$ cat src/rtl/aes_stream_engine_pkg.sv
// -----------------------------------------------------------------------------
// aes_stream_engine_pkg
// Shared types and constants for the AES streaming engine: controller/engine
// handshake structs, the engine FSM state encoding and block geometry.
// No ports (package).
// -----------------------------------------------------------------------------
package aes_stream_engine_pkg;

  localparam int AES_DATA_W          = 32;
  localparam int AES_BLOCK_W         = 128;
  localparam int AES_BEATS_PER_BLOCK = 4;
  localparam int AES_CNT_W           = 16;

  // Engine FSM states
  typedef enum logic [2:0] {
    ST_IDLE      = 3'd0,
    ST_LOAD      = 3'd1,
    ST_CORE_REQ  = 3'd2,
    ST_CORE_WAIT = 3'd3,
    ST_DRAIN     = 3'd4,
    ST_DONE      = 3'd5
  } aes_stream_state_t;

  // Controller -> engine commands
  typedef struct packed {
    logic clear;
    logic start;
    logic enable;
  } ctrl_engine_t;

  // Engine -> controller status
  typedef struct packed {
    logic busy;
    logic done;
  } flags_engine_t;

endpackage

$ cat src/rtl/aes_beat_buffer.sv
// -----------------------------------------------------------------------------
// aes_beat_buffer
// One AES block register viewed as BLOCK_W/DATA_W stream beats. Beat 0 is the
// least significant word.
// Ports:
//   i_clk, i_reset        clock, synchronous active-high reset
//   i_clear               synchronous soft clear (zeroes the block)
//   i_wr_en/idx/data      write one beat at index i_wr_idx (pack)
//   i_ld_en/data          load the whole block at once (wins over i_wr_en)
//   i_rd_idx, o_rd_data   read one beat at index i_rd_idx (unpack)
//   o_data                whole block
// -----------------------------------------------------------------------------
module aes_beat_buffer #(
  parameter int DATA_W  = 32,
  parameter int BLOCK_W = 128,
  parameter int IDX_W   = $clog2(BLOCK_W / DATA_W)
) (
  input  logic               i_clk,
  input  logic               i_reset,
  input  logic               i_clear,
  input  logic               i_wr_en,
  input  logic [IDX_W-1:0]   i_wr_idx,
  input  logic [DATA_W-1:0]  i_wr_data,
  input  logic               i_ld_en,
  input  logic [BLOCK_W-1:0] i_ld_data,
  input  logic [IDX_W-1:0]   i_rd_idx,
  output logic [DATA_W-1:0]  o_rd_data,
  output logic [BLOCK_W-1:0] o_data
);

  logic [BLOCK_W-1:0] r_buf;

  // Block storage: reset/clear, full-block load or single-beat write
  always_ff @(posedge i_clk) begin
    if (i_reset) begin
      r_buf <= {BLOCK_W{1'b0}};
    end else if (i_clear) begin
      r_buf <= {BLOCK_W{1'b0}};
    end else if (i_ld_en) begin
      r_buf <= i_ld_data;
    end else if (i_wr_en) begin
      r_buf[DATA_W*i_wr_idx +: DATA_W] <= i_wr_data;
    end else begin
      r_buf <= r_buf;
    end
  end

  assign o_rd_data = r_buf[DATA_W*i_rd_idx +: DATA_W];
  assign o_data    = r_buf;

endmodule

$ cat src/rtl/aes_stream_engine.sv
// -----------------------------------------------------------------------------
// aes_stream_engine
// Engine side of the AES HWPE: packs 4 plaintext beats into a block, hands it
// to the AES core, unpacks the result into 4 ciphertext beats; repeats for
// nb_blocks_i blocks per job, then pulses done_o.
// Ports:
//   clk, reset                      clock, synchronous active-high reset
//   clear_i/start_i/enable_i        controller commands (clear = soft reset)
//   nb_blocks_i                     blocks per job, latched on accepted start
//   busy_o, done_o                  status flags (done_o is a 1-cycle pulse)
//   in_valid_i/in_data_i/in_ready_o       plaintext stream sink
//   core_valid_o/core_data_o/core_ready_i block to AES core
//   res_valid_i/res_data_i/res_ready_o    result from AES core
//   out_valid_o/out_data_o/out_ready_i    ciphertext stream source
// -----------------------------------------------------------------------------
module aes_stream_engine
  import aes_stream_engine_pkg::*;
#(
  parameter int DATA_W  = AES_DATA_W,
  parameter int BLOCK_W = AES_BLOCK_W,
  parameter int CNT_W   = AES_CNT_W
) (
  input  logic               clk,
  input  logic               reset,
  input  logic               clear_i,
  input  logic               start_i,
  input  logic               enable_i,
  input  logic [CNT_W-1:0]   nb_blocks_i,
  output logic               busy_o,
  output logic               done_o,
  input  logic               in_valid_i,
  input  logic [DATA_W-1:0]  in_data_i,
  output logic               in_ready_o,
  output logic               core_valid_o,
  output logic [BLOCK_W-1:0] core_data_o,
  input  logic               core_ready_i,
  input  logic               res_valid_i,
  input  logic [BLOCK_W-1:0] res_data_i,
  output logic               res_ready_o,
  output logic               out_valid_o,
  output logic [DATA_W-1:0]  out_data_o,
  input  logic               out_ready_i
);

  localparam int                BEAT_W    = $clog2(BLOCK_W / DATA_W);
  localparam logic [BEAT_W-1:0] LAST_BEAT = BEAT_W'(BLOCK_W / DATA_W - 1);

  aes_stream_state_t r_state, w_next_state;
  logic [BEAT_W-1:0] r_beat_cnt;
  logic [CNT_W-1:0]  r_blk_cnt;
  logic [CNT_W-1:0]  r_nb_blocks;
  logic              r_core_raised;

  ctrl_engine_t      w_ctrl;
  flags_engine_t     w_flags;
  logic              w_in_hs, w_core_valid, w_core_hs, w_res_hs, w_out_hs;
  logic              w_last_beat, w_last_blk, w_start_ok;
  logic [BLOCK_W-1:0] w_in_block;
  logic [DATA_W-1:0] w_out_beat;
  logic [DATA_W-1:0] w_unused_in_beat;
  logic [BLOCK_W-1:0] w_unused_out_block;

  assign w_ctrl = '{clear: clear_i, start: start_i, enable: enable_i};

  assign w_start_ok = (r_state == ST_IDLE) && w_ctrl.start;
  assign w_in_hs    = (r_state == ST_LOAD) && in_valid_i && w_ctrl.enable;
  // Request is raised only under enable but, once raised, held until accepted
  assign w_core_valid = (r_state == ST_CORE_REQ) && (w_ctrl.enable || r_core_raised);
  assign w_core_hs  = w_core_valid && core_ready_i;
  assign w_res_hs   = (r_state == ST_CORE_WAIT) && res_valid_i && w_ctrl.enable;
  // Drain valid depends on state only, so enable never retracts a beat
  assign w_out_hs   = (r_state == ST_DRAIN) && out_ready_i;
  assign w_last_beat = (r_beat_cnt == LAST_BEAT);
  // Extra bit keeps the compare exact for the all-ones block count
  assign w_last_blk = (({1'b0, r_blk_cnt} + {{CNT_W{1'b0}}, 1'b1}) == {1'b0, r_nb_blocks});

  // State register
  always_ff @(posedge clk) begin
    if (reset) begin
      r_state <= ST_IDLE;
    end else if (w_ctrl.clear) begin
      r_state <= ST_IDLE;
    end else begin
      r_state <= w_next_state;
    end
  end

  // Next-state decode
  always_comb begin
    w_next_state = r_state;
    case (r_state)
      ST_IDLE: begin
        if (w_start_ok) begin
          w_next_state = (nb_blocks_i == {CNT_W{1'b0}}) ? ST_DONE : ST_LOAD;
        end else begin
          w_next_state = ST_IDLE;
        end
      end
      ST_LOAD: begin
        if (w_in_hs && w_last_beat) w_next_state = ST_CORE_REQ;
        else                        w_next_state = ST_LOAD;
      end
      ST_CORE_REQ: begin
        if (w_core_hs) w_next_state = ST_CORE_WAIT;
        else           w_next_state = ST_CORE_REQ;
      end
      ST_CORE_WAIT: begin
        if (w_res_hs) w_next_state = ST_DRAIN;
        else          w_next_state = ST_CORE_WAIT;
      end
      ST_DRAIN: begin
        if (w_out_hs && w_last_beat) w_next_state = w_last_blk ? ST_DONE : ST_LOAD;
        else                         w_next_state = ST_DRAIN;
      end
      ST_DONE:  w_next_state = ST_IDLE;
      default:  w_next_state = ST_IDLE;
    endcase
  end

  // Beat/block counters, latched job length and sticky core request
  always_ff @(posedge clk) begin
    if (reset || w_ctrl.clear) begin
      r_beat_cnt    <= {BEAT_W{1'b0}};
      r_blk_cnt     <= {CNT_W{1'b0}};
      r_nb_blocks   <= {CNT_W{1'b0}};
      r_core_raised <= 1'b0;
    end else begin
      if (w_start_ok) begin
        r_nb_blocks <= nb_blocks_i;
        r_blk_cnt   <= {CNT_W{1'b0}};
      end else if (w_out_hs && w_last_beat) begin
        r_blk_cnt <= r_blk_cnt + {{(CNT_W-1){1'b0}}, 1'b1};
      end
      // One counter serves both LOAD and DRAIN; it wraps to 0 after beat 3
      if (w_in_hs || w_out_hs) begin
        r_beat_cnt <= r_beat_cnt + {{(BEAT_W-1){1'b0}}, 1'b1};
      end
      r_core_raised <= w_core_valid && !core_ready_i;
    end
  end

  aes_beat_buffer #(.DATA_W(DATA_W), .BLOCK_W(BLOCK_W)) u_in_buf (
    .i_clk     (clk),
    .i_reset   (reset),
    .i_clear   (clear_i),
    .i_wr_en   (w_in_hs),
    .i_wr_idx  (r_beat_cnt),
    .i_wr_data (in_data_i),
    .i_ld_en   (1'b0),
    .i_ld_data ({BLOCK_W{1'b0}}),
    .i_rd_idx  (r_beat_cnt),
    .o_rd_data (w_unused_in_beat),
    .o_data    (w_in_block)
  );

  aes_beat_buffer #(.DATA_W(DATA_W), .BLOCK_W(BLOCK_W)) u_out_buf (
    .i_clk     (clk),
    .i_reset   (reset),
    .i_clear   (clear_i),
    .i_wr_en   (1'b0),
    .i_wr_idx  ({BEAT_W{1'b0}}),
    .i_wr_data ({DATA_W{1'b0}}),
    .i_ld_en   (w_res_hs),
    .i_ld_data (res_data_i),
    .i_rd_idx  (r_beat_cnt),
    .o_rd_data (w_out_beat),
    .o_data    (w_unused_out_block)
  );

  assign w_flags.busy = (r_state != ST_IDLE);
  assign w_flags.done = (r_state == ST_DONE);

  assign busy_o       = w_flags.busy;
  assign done_o       = w_flags.done;
  assign in_ready_o   = (r_state == ST_LOAD) && w_ctrl.enable;
  assign core_valid_o = w_core_valid;
  assign core_data_o  = w_in_block;
  assign res_ready_o  = (r_state == ST_CORE_WAIT) && w_ctrl.enable;
  assign out_valid_o  = (r_state == ST_DRAIN);
  assign out_data_o   = w_out_beat;

endmodule
$ cat config.mk
export PLATFORM = sky130hd
export DESIGN_NAME = aes_stream_engine
export DESIGN_NICKNAME = d
export VERILOG_FILES = /design/src/rtl/aes_stream_engine_pkg.sv /design/src/rtl/aes_beat_buffer.sv /design/src/rtl/aes_stream_engine.sv
export SDC_FILE = /design/constraint.sdc
export NUM_CORES = 1
export LEC_CHECK = 0
export ABC_AREA = 1
export CORE_ASPECT_RATIO = 0.75
export CORE_UTILIZATION = 40
export DETAILED_ROUTE_END_ITERATION = 8
export GPL_TIMING_DRIVEN = 0
export HOLD_SLACK_MARGIN = 0.02
export PLACE_DENSITY = 0.71
export SETUP_SLACK_MARGIN = 0.1
export SLEW_MARGIN = 20
export SYNTH_ARGS = -nofsm -noshare
export SYNTH_HDL_FRONTEND = slang
export SYNTH_SLANG_ARGS = --single-unit
$ cat constraint.sdc
create_clock -name clk -period 3.4 [get_ports clk]
set_clock_uncertainty 0.15 [all_clocks]
set_input_delay 0.34 -clock clk [delete_from_list [all_inputs] [get_ports clk]]
set_output_delay 0.34 -clock clk [all_outputs]
set_load 0.02 [all_outputs]
# Word level (Yosys, flattened, before mapping)
# Cells that the tools add are included.
# word_totals
ff_bits,294
latchBits,0
ram_bits,0
mem_bits_ro,0
inputBits,185
n_memories,0
# op_classes
addsub,4
multipliers,0
div_mod_pow,0
n_lt_le_gt_ge,0
eq_ne,7
n_shift,3
n_mux,9
bitwise_logic,0
reduce_logical,22
# ops
operator,n
128-bit bitwise mux,1
"32-bit by 34-bit variable shift with 128-bit output, first input constant",1
128-bit by 8-bit variable part select with 32-bit output,1
32-bit by 34-bit variable part select with 128-bit output,1
7-bit negation with 34-bit output,1
"16-bit by 1-bit adder with 17-bit output, second input constant",1
17-bit by 16-bit == test with 1-bit output,1
"16-bit by 1-bit adder with 16-bit output, second input constant",1
16-bit logical NOT,1
3-bit two-way mux,5
3-bit case mux with 5 select lines,1
1-bit logical AND,13
"3-bit by 2-bit == test with 1-bit output, second input constant",2
"3-bit == test, second input constant",2
2-bit OR reduction,2
"3-bit by 1-bit == test with 1-bit output, second input constant",1
3-bit logical NOT,1
1-bit logical OR,3
3-bit nonzero test,1
"2-bit by 1-bit adder with 2-bit output, second input constant",1
"2-bit == test, second input constant",1
2-bit two-way mux,1
1-bit logical NOT,1
1-bit two-way mux,1

# Depth between registers and ports, before layout
# Gate-level depths: netlist of run 1.
# logic_depth
depth_word,6
ltp_mapped,15
depth_no_buf,15

# Modules after synthesis
# From an unflattened synthesis of run 1, not the netlist that was laid out.
# hier_totals
cells_unflattened,3196
area_unflattened_um2,18509.0
# modules_own_cells
module,n_inst,cells_each,area_each_um2
aes_beat_buffer at u_in_buf,1,1457,8200.4
aes_beat_buffer at u_out_buf,1,1389,8075.2
aes_stream_engine,1,350,2233.4

# Worst setup path after synthesis of run 1
# Ideal clock, no wire load.
# synth_timing
kind,flip-flop to flip-flop
startpoint,reg r_beat_cnt[0]
endpoint,reg u_in_buf.r_buf[66] (netlist: u_in_buf.o_data[66])
setup_time_ps,70
t_arrival_ps,2172
t_required_ps,3180
slack_ps,1008
stages_incl_launch_ff,10
path_buffers,3
period_less_slack_ps,2392
path_cell_list,dfxtp_1 > inv_1 > clkbuf_1 > clkbuf_1 > ha_1 > inv_1 > nor3_1 > clkbuf_1 > nand3_1 > a21oi_1
# synth_between
elab_chain_cells,3
# synth_rtl
item,line,text
from (decl),aes_stream_engine.sv:49,logic [BEAT_W-1:0] r_beat_cnt;
from (signal assigned),aes_stream_engine.sv:123,r_beat_cnt <= {BEAT_W{1'b0}};
from (signal assigned),aes_stream_engine.sv:136,"r_beat_cnt <= r_beat_cnt + {{(BEAT_W-1){1'b0}}, 1'b1};"
7-bit negation with 34-bit output *,aes_beat_buffer.sv:42,r_buf[DATA_W*i_wr_idx +: DATA_W] <= i_wr_data;
32-bit by 34-bit variable part select with 128-bit output / 32-bit by 34-bit variable shift with 128-bit output (equally long branches),aes_beat_buffer.sv:42,
128-bit bitwise mux *,aes_beat_buffer.sv:42,
to (signal assigned),aes_beat_buffer.sv:40,r_buf <= i_ld_data;
"to (signal, indexed assignment)",aes_beat_buffer.sv:42,
to (signal assigned),aes_beat_buffer.sv:44,r_buf <= r_buf;
to (decl),aes_beat_buffer.sv:31,logic [BLOCK_W-1:0] r_buf;
# Mark *: on every way between the ends. The rest lies on a longest branch, timed or not.
# A chain may end at the register's enable or synchronous reset.

# Worst setup path in the final report of run 1
# layout_timing
startpoint,reg r_beat_cnt[1]
endpoint,out out_data_o[22]
# layout_between
elab_chain_cells,1
# layout_rtl
item,line,text
128-bit by 8-bit variable part select with 32-bit output,aes_beat_buffer.sv:48,assign o_rd_data = r_buf[DATA_W*i_rd_idx +: DATA_W];
to (decl),aes_stream_engine.sv:41,"output logic [DATA_W-1:0] out_data_o,"
# Every way passes these cells.

==> flow_summary.yaml, run 1 <==
sta:
  setup_slack_ns: 0.1943
  drv_slew: 0
  final-hold-violation-count: 0
  rsz0062_at_grt: "false"
  worst_slew_pin_slew_ns: 0.7281
  holdWs_ns: 0.2486
  max_freq_mhz: 311.9
  finalCritPeriodShare_pct: 94.29
  setup_viol: 0
  slew_headroom_pct: 51.46
  min_period_ns: 3.206
global_routing:
  antenna_found_initial: 4
  overflow: 0
  grtUsageTotal_pct: 29.87
  grt_pass1_wl_mm: 71.42
  grt_max_degree: 15
  grt_pass1_vias: 12440
pwr:
  power.total_mw: 7.329
  p_per_area_mw_per_mm2: 430.9
  leakagePower_nw: 6.024
  peakVddDrop_uv: 378.1
placement:
  dp_hpwl_mm: 35.36
  place_area_mm2: 0.01597
  dpl_worst_slack_ns: -0.1887
  numPortBuffers: 350
  gp_congestion: 0.9290
synthesis:
  synth-seq-cells: 294
  syn_inst: 1656
  synth_cell_type_count: 28
  avgSynthCellArea_um2: 7.233
  synth_fp_nets: 1848
  synth_area_mm2: 0.01198
  ys_seq_area_share_pct: 49.14
  synth_warnings: 0
  synth.cells.most_frequent: "387 x nor2_1, 294 x dfxtp_1, 239 x o21ai_0"
  yosys.area.top_type: "dfxtp_1"
  yosys_most_used_dff: "dfxtp_1"
  synth_area_leaders: "dfxtp_1 49%, nor2_1 12%, o21ai_0 10%"
  synth_top_area_share_pct: 49.14
  synth_edf_count: 0
  yosysMostFrequentCell: "nor2_1"
  async_flop_share_pct: 0
critical_path:
  endpoint_kind: "output pin"
  cp_data_required_time_ns: 2.91
  worst_path_max_delay_cell: "clkdlybuf4s50_1"
  crit_arrival_ns: 2.72
  crit_buf_inv: 3
  cp_max_fo: 10
  critPathKind: "reg2out"
  path_delay_family: "buffers and inverters"
  crit_chain: "inv_1, clkbuf_1, o21ai_0, o22ai_1, clkdlybuf4s50_1"
  crit_path_start_kind: "register"
  critPathMaxStageDelay_ns: 0.66
clocking:
  root_buffer: "clkbuf_16"
  path_clk_slew_ns: 0.07
  clockBufferDepth: 3
  clk_latency_ns: 0.56
  cts_tree: "yes"
  ctsHoldBuffers: 0
  numCtsBuffers: 30
  cts_max_level: 1
  clock-sinks: 294
routing:
  dr_total_vias: 13210
  wl_mm: 46.90
  drt_iter0_drc: 1365
  first_pass_iters: 6
  wl_per_cell_um: 19.10
  vias_per_cell: 5.379
  final_antenna_net_count: 0
  post-route-drc-count: 0
outcome:
  status: "finished clean"
cells_and_area:
  post-route-util_pct: 58.14
  nFillCells: 2684
  nets: 2230
  area.growth.synth_to_final_pct: 42.00
  final_layout_size_suffix_gt1_share_pct: 4.951
  fin_area_mm2: 0.01701
die:
  fp-row-count: 54
  die-width_um: 201.8
  boundaryPins: 351
  die_h_um: 151.9
  core_area_mm2: 0.02926
  die-area_mm2: 0.03065
  start_util_pct: 40.94
hold_path:
  hold_class: "in2reg"
flow_run:
  drv_cap: 0
==> worst min-delay path, cell delays in order <==
cell and delay [ns]:
clkdlybuf4s50_1 0.39, o21ai_0 0.16, nor2_1 0.05
==> kinds of logic (layout without fill, tap and decap cells) <==
family                     after synthesis  after routing  share of synthesized area, %
and+or+nand+nor                        718            718                         24.53
other                                    0              4                             0
adders and majority gates                7              7                        0.7312
DFF                                    294            294                         49.14
buffers and inverters                  178            582                         5.818
xor gates and xnor gates                 2              2                        0.1463
AOI/OAI and AO/OA                      457            457                         19.64
==> sequential cells by signal (all words and copies together) (netlist names) <==
signal	flops
r_beat_cnt	2
u_out_buf.o_data	128
r_blk_cnt	16
u_in_buf.o_data	128
r_nb_blocks	16
r_state	3
r_core_raised	1
==> cells in the final DEF (no fill, tap or decap), drive strengths merged <==
cell type | synthesis | layout
a211oi | 2 | 2
a21oi | 156 | 156
a22o | 1 | 1
a31oi | 5 | 5
and2 | 1 | 1
buf | 23 | 24
bufinv | 0 | 2
clkbuf | 96 | 134
clkdlybuf4s50 | 0 | 349
clkinv | 1 | 11
clkinvlp | 0 | 2
dfxtp | 294 | 294
diode | 0 | 4
dlymetal6s2s | 0 | 1
ha | 7 | 7
inv | 58 | 59
nand2 | 171 | 171
nand3 | 135 | 135
nand3b | 1 | 1
nand4 | 10 | 10
nor2 | 387 | 387
nor3 | 8 | 8
nor4 | 5 | 5
o211ai | 3 | 3
o21a | 1 | 1
o21ai | 257 | 257
o22ai | 32 | 32
xnor2 | 1 | 1
xor2 | 1 | 1
==> final cells by class <==
cell class | count | area, µm² | area share, %
antenna | 4 | 10.01 | 0.05885
clock inverter | 15 | 137.6 | 0.8092
sequential | 294 | 5887 | 34.61
buffer | 119 | 500.5 | 2.942
tap | 392 | 490.5 | 2.884
multi-input combinational | 1184 | 5400 | 31.75
clock buffer | 39 | 855.8 | 5.032
timing repair buffer | 350 | 3506 | 20.61
inverter | 59 | 221.5 | 1.302
==> per-stage QoR <==
step           instances  setup TNS [ns]
5_1_grt             2456               0
6_report            2456               0
3_5_place_dp        2398          -1.655
2_1_floorplan       1656               0
3_3_place_gp        2398          -1.241
4_1_cts             2452               0
==> metal layers <==
layer,track usage (%),vias up,share of wire [%]
li1,-,6307,-
met1,43.56,6212,46
met2,43.79,599,42
met3,5.963,93,9.1
met4,9.812,0,3.1
met5,0,-,0
==> worst paths after layout <==
kind | start | endpoint | slack, ns | cells after the start
setup / recovery | r_beat_cnt[1] | out_data_o[22] | 0.19 | 5
hold / removal | res_data_i[110] | u_out_buf.o_data[110] | 0.25 | 3
setup reg to reg | r_beat_cnt[1] | u_in_buf.o_data[42] | 0.32 | 9
hold reg to reg | u_in_buf.o_data[70] | u_in_buf.o_data[70] | 0.32 | 2
==> timing repair <==
action,4_1_cts,5_1_grt
setup buffers,0,0
pin swaps,0,0
endpoints found under the setup margin,74,63
gates resized for setup,13,17
==> power by group <==
group          internal [mW]  switching [mW]
registers               3.46         0.00791
logic                  0.246           0.242
clock network           1.92            1.46
total                   5.62            1.71
Power figures use the tool's default switching activity.
==> inputs of run 2 (changes only) <==
Settings changed: ABC_AREA 1 to unset.
==> run 2 against run 1 <==
  * Sequential power about the same
  * Critical path depth down 1
  * Die area down 0.26%
  * Highest routed layer unchanged
==> flow_summary.yaml, run 2 <==
routing:
  dr.max_layer_used: "met4"
  wl_per_cell_um: 19.06
  first_pass_iters: 5
  vias_per_cell: 5.363
  final_antenna_net_count: 0
  dr_total_vias: 12090
  wl_met2_mm: 18.40
  m1WireLength_mm: 19.50
  wl_mm: 42.96
  post-route-drc-count: 0
  met3_length_mm: 3.533
  drt_iter0_drc: 866
sta:
  max_freq_mhz: 315.0
  holdWs_ns: 0.1618
  slew_headroom_pct: 36.44
  drv_slew: 0
  min_period_ns: 3.174
  setup_viol: 0
  finalCritPeriodShare_pct: 93.36
  worst_slew_pin_slew_ns: 0.9402
  final-hold-violation-count: 0
  rsz0062_at_grt: "false"
pwr:
  p_per_area_mw_per_mm2: 433.2
  peakVddDrop_uv: 297.0
  power.total_mw: 7.380
  leakagePower_nw: 5.379
critical_path:
  path_depth: 4
  r2r-end: "u_in_buf.o_data[93]"
  reg2regPathDepth: 8
  crit_arrival_ns: 2.68
  endpoint_kind: "output pin"
  path_delay_family: "buffers and inverters"
  crit_path_start_kind: "register"
  critPathKind: "reg2out"
  crit_chain: "clkbuf_4, buf_4, mux4_2, clkdlybuf4s50_1"
  crit_buf_inv: 3
  worst_path_max_delay_cell: "clkdlybuf4s50_1"
  critPathMaxStageDelay_ns: 0.62
  r2r_slack_ns: 0.32
  cp_data_required_time_ns: 2.91
  r2r_start: "r_beat_cnt[1]"
  cp_max_fo: 10
cells_and_area:
  final_common_cell: "nand2_1"
  layout.cells.non_filler: 2254
  final_cell_mix: "436 x nand2_1, 350 x clkdlybuf4s50_1, 294 x dfxtp_1"
  post-route-util_pct: 58.37
  area.growth.synth_to_final_pct: 42.61
  nets: 2028
  fin_area_mm2: 0.01704
  nFillCells: 2655
  final_layout_size_suffix_gt1_share_pct: 6.616
clocking:
  numCtsBuffers: 30
  clk_latency_ns: 0.57
  clockBufferDepth: 3
  cts_setup_buffers: 0
  clock-sinks: 294
  path_clk_slew_ns: 0.06
  root_buffer: "clkbuf_16"
  cts_max_level: 1
  cts_tree: "yes"
placement:
  dp.cells: 2196
  dp_hpwl_mm: 32.03
  numPortBuffers: 350
  place_area_mm2: 0.01594
  gp_congestion: 0.9114
outcome:
  status: "finished clean"
global_routing:
  grt_max_degree: 16
  overflow: 0
  antenna_found_initial: 2
  grt_pass1_vias: 11440
  grt_pass1_wl_mm: 64.68
  grtUsageTotal_pct: 27.11
flow_run:
  drv_cap: 0
hold_path:
  holdPathStages: 3
  min_to: "u_out_buf.o_data[77]"
  hold_class: "in2reg"
  min_from: "res_data_i[77]"
synthesis:
  synth_cell_type_count: 56
  synth_area_leaders: "dfxtp_1 49%, nand2_1 14%, a21oi_1 12%"
  synth_fp_nets: 1646
  synth.cells.most_frequent: "436 x nand2_1, 294 x dfxtp_1, 283 x a21oi_1"
  ys_seq_area_share_pct: 49.27
  async_flop_share_pct: 0
  synth_warnings: 0
  yosys.area.top_type: "dfxtp_1"
  syn_inst: 1454
  yosysMostFrequentCell: "nand2_1"
  synth_top_area_share_pct: 49.27
  yosys_most_used_dff: "dfxtp_1"
  synth_area_mm2: 0.01195
  synth_edf_count: 0
  avgSynthCellArea_um2: 8.216
  synth-seq-cells: 294
die:
  die-width_um: 201.6
  die_h_um: 151.7
  start_util_pct: 40.93
  die-area_mm2: 0.03057
  fp-row-count: 54
  boundaryPins: 351
  core_area_mm2: 0.02919
## run 2: changes by cell type after synthesis, moves of 18 or more
cell	change
nor2_1	-368
nand2_1	+265
o21ai_0	-226
a21oi_1	+127
inv_1	-46
mux4_2	+32
o22ai_1	-32
o21ai_1	-18
xnor2_1	+18
## run 2: final cells by class
cell class | instances | area, µm² | share of cell area [%]
Buffer | 122 | 534.3 | 3.136
Clock buffer | 44 | 873.3 | 5.126
Sequential cell | 294 | 5886 | 34.55
Inverter | 6 | 22.52 | 0.1322
Clock inverter | 11 | 168.9 | 0.9915
Antenna cell | 3 | 7.507 | 0.04407
Multi-Input combinational cell | 1032 | 5550 | 32.58
Tap cell | 392 | 490.5 | 2.879
Timing Repair Buffer | 350 | 3503 | 20.56
## run 2: how the worst max path moves through the flow
stage               slack (ns)     startpoint             endpoint
floorplan                 0.75     r_state[0]  u_in_buf.o_data[66]
global placement         -0.42  r_beat_cnt[1]  u_in_buf.o_data[28]
detailed placement       -0.49  r_beat_cnt[1]  u_in_buf.o_data[19]
CTS                       0.19  r_beat_cnt[0]       out_data_o[26]
global route              0.10  r_beat_cnt[0]       out_data_o[30]
finish                    0.23  r_beat_cnt[0]       out_data_o[30]
## run 2: logic make-up (layout without fill, tap and decap cells)
| logic type | Yosys count | after routing | synth area share (%) |
|---|---|---|---|
| and+or+nand+nor | 652 | 652 | 23.82 |
| xor gates and xnor gates | 29 | 29 | 2.126 |
| DFF | 294 | 294 | 49.27 |
| AOI/OAI and AO/OA | 311 | 311 | 13.45 |
| adders and majority gates | 7 | 7 | 0.7331 |
| muxes | 33 | 33 | 6.116 |
| other | 0 | 3 | 0 |
| buffers and inverters | 128 | 533 | 4.493 |
## run 2: timing repair
item	CTS	global route
endpoints found under the hold margin	0	0
resized for setup	25	2
setup endpoints to repair	158	2
hold buffers	0	0
## run 2: report_power, final
group / internal, mW / switching, mW
registers: 3.45 / 0.00749
clock network: 2.08 / 1.41
logic: 0.230 / 0.201
## run 2: per-layer routing
layer | global-route usage, % | vias to the layer above
li1 | - | 5716
met1 | 38.07 | 5791
met2 | 40.45 | 495
met3 | 6.352 | 87
met4 | 10.04 | 0
met5 | 0 | -
## run 2: per-stage QoR
stage / worst slack, ns / TNS [ns]
2_1_floorplan: 0.7475 / 0
3_3_place_gp: -0.4213 / -40.75
3_5_place_dp: -0.4913 / -47.74
4_1_cts: 0.1871 / 0
5_1_grt: 0.1005 / 0
6_report: 0.2256 / 0
## run 2: worst register-to-register path, cell delays in order (launching register included)
cell and delay, ns:
dfxtp_1 0.38, clkbuf_2 0.29, buf_2 0.36, inv_1 0.15
ha_1 0.40, nor3b_2 0.51, clkbuf_1 0.45, nand3_1 0.15
a21oi_1 0.17
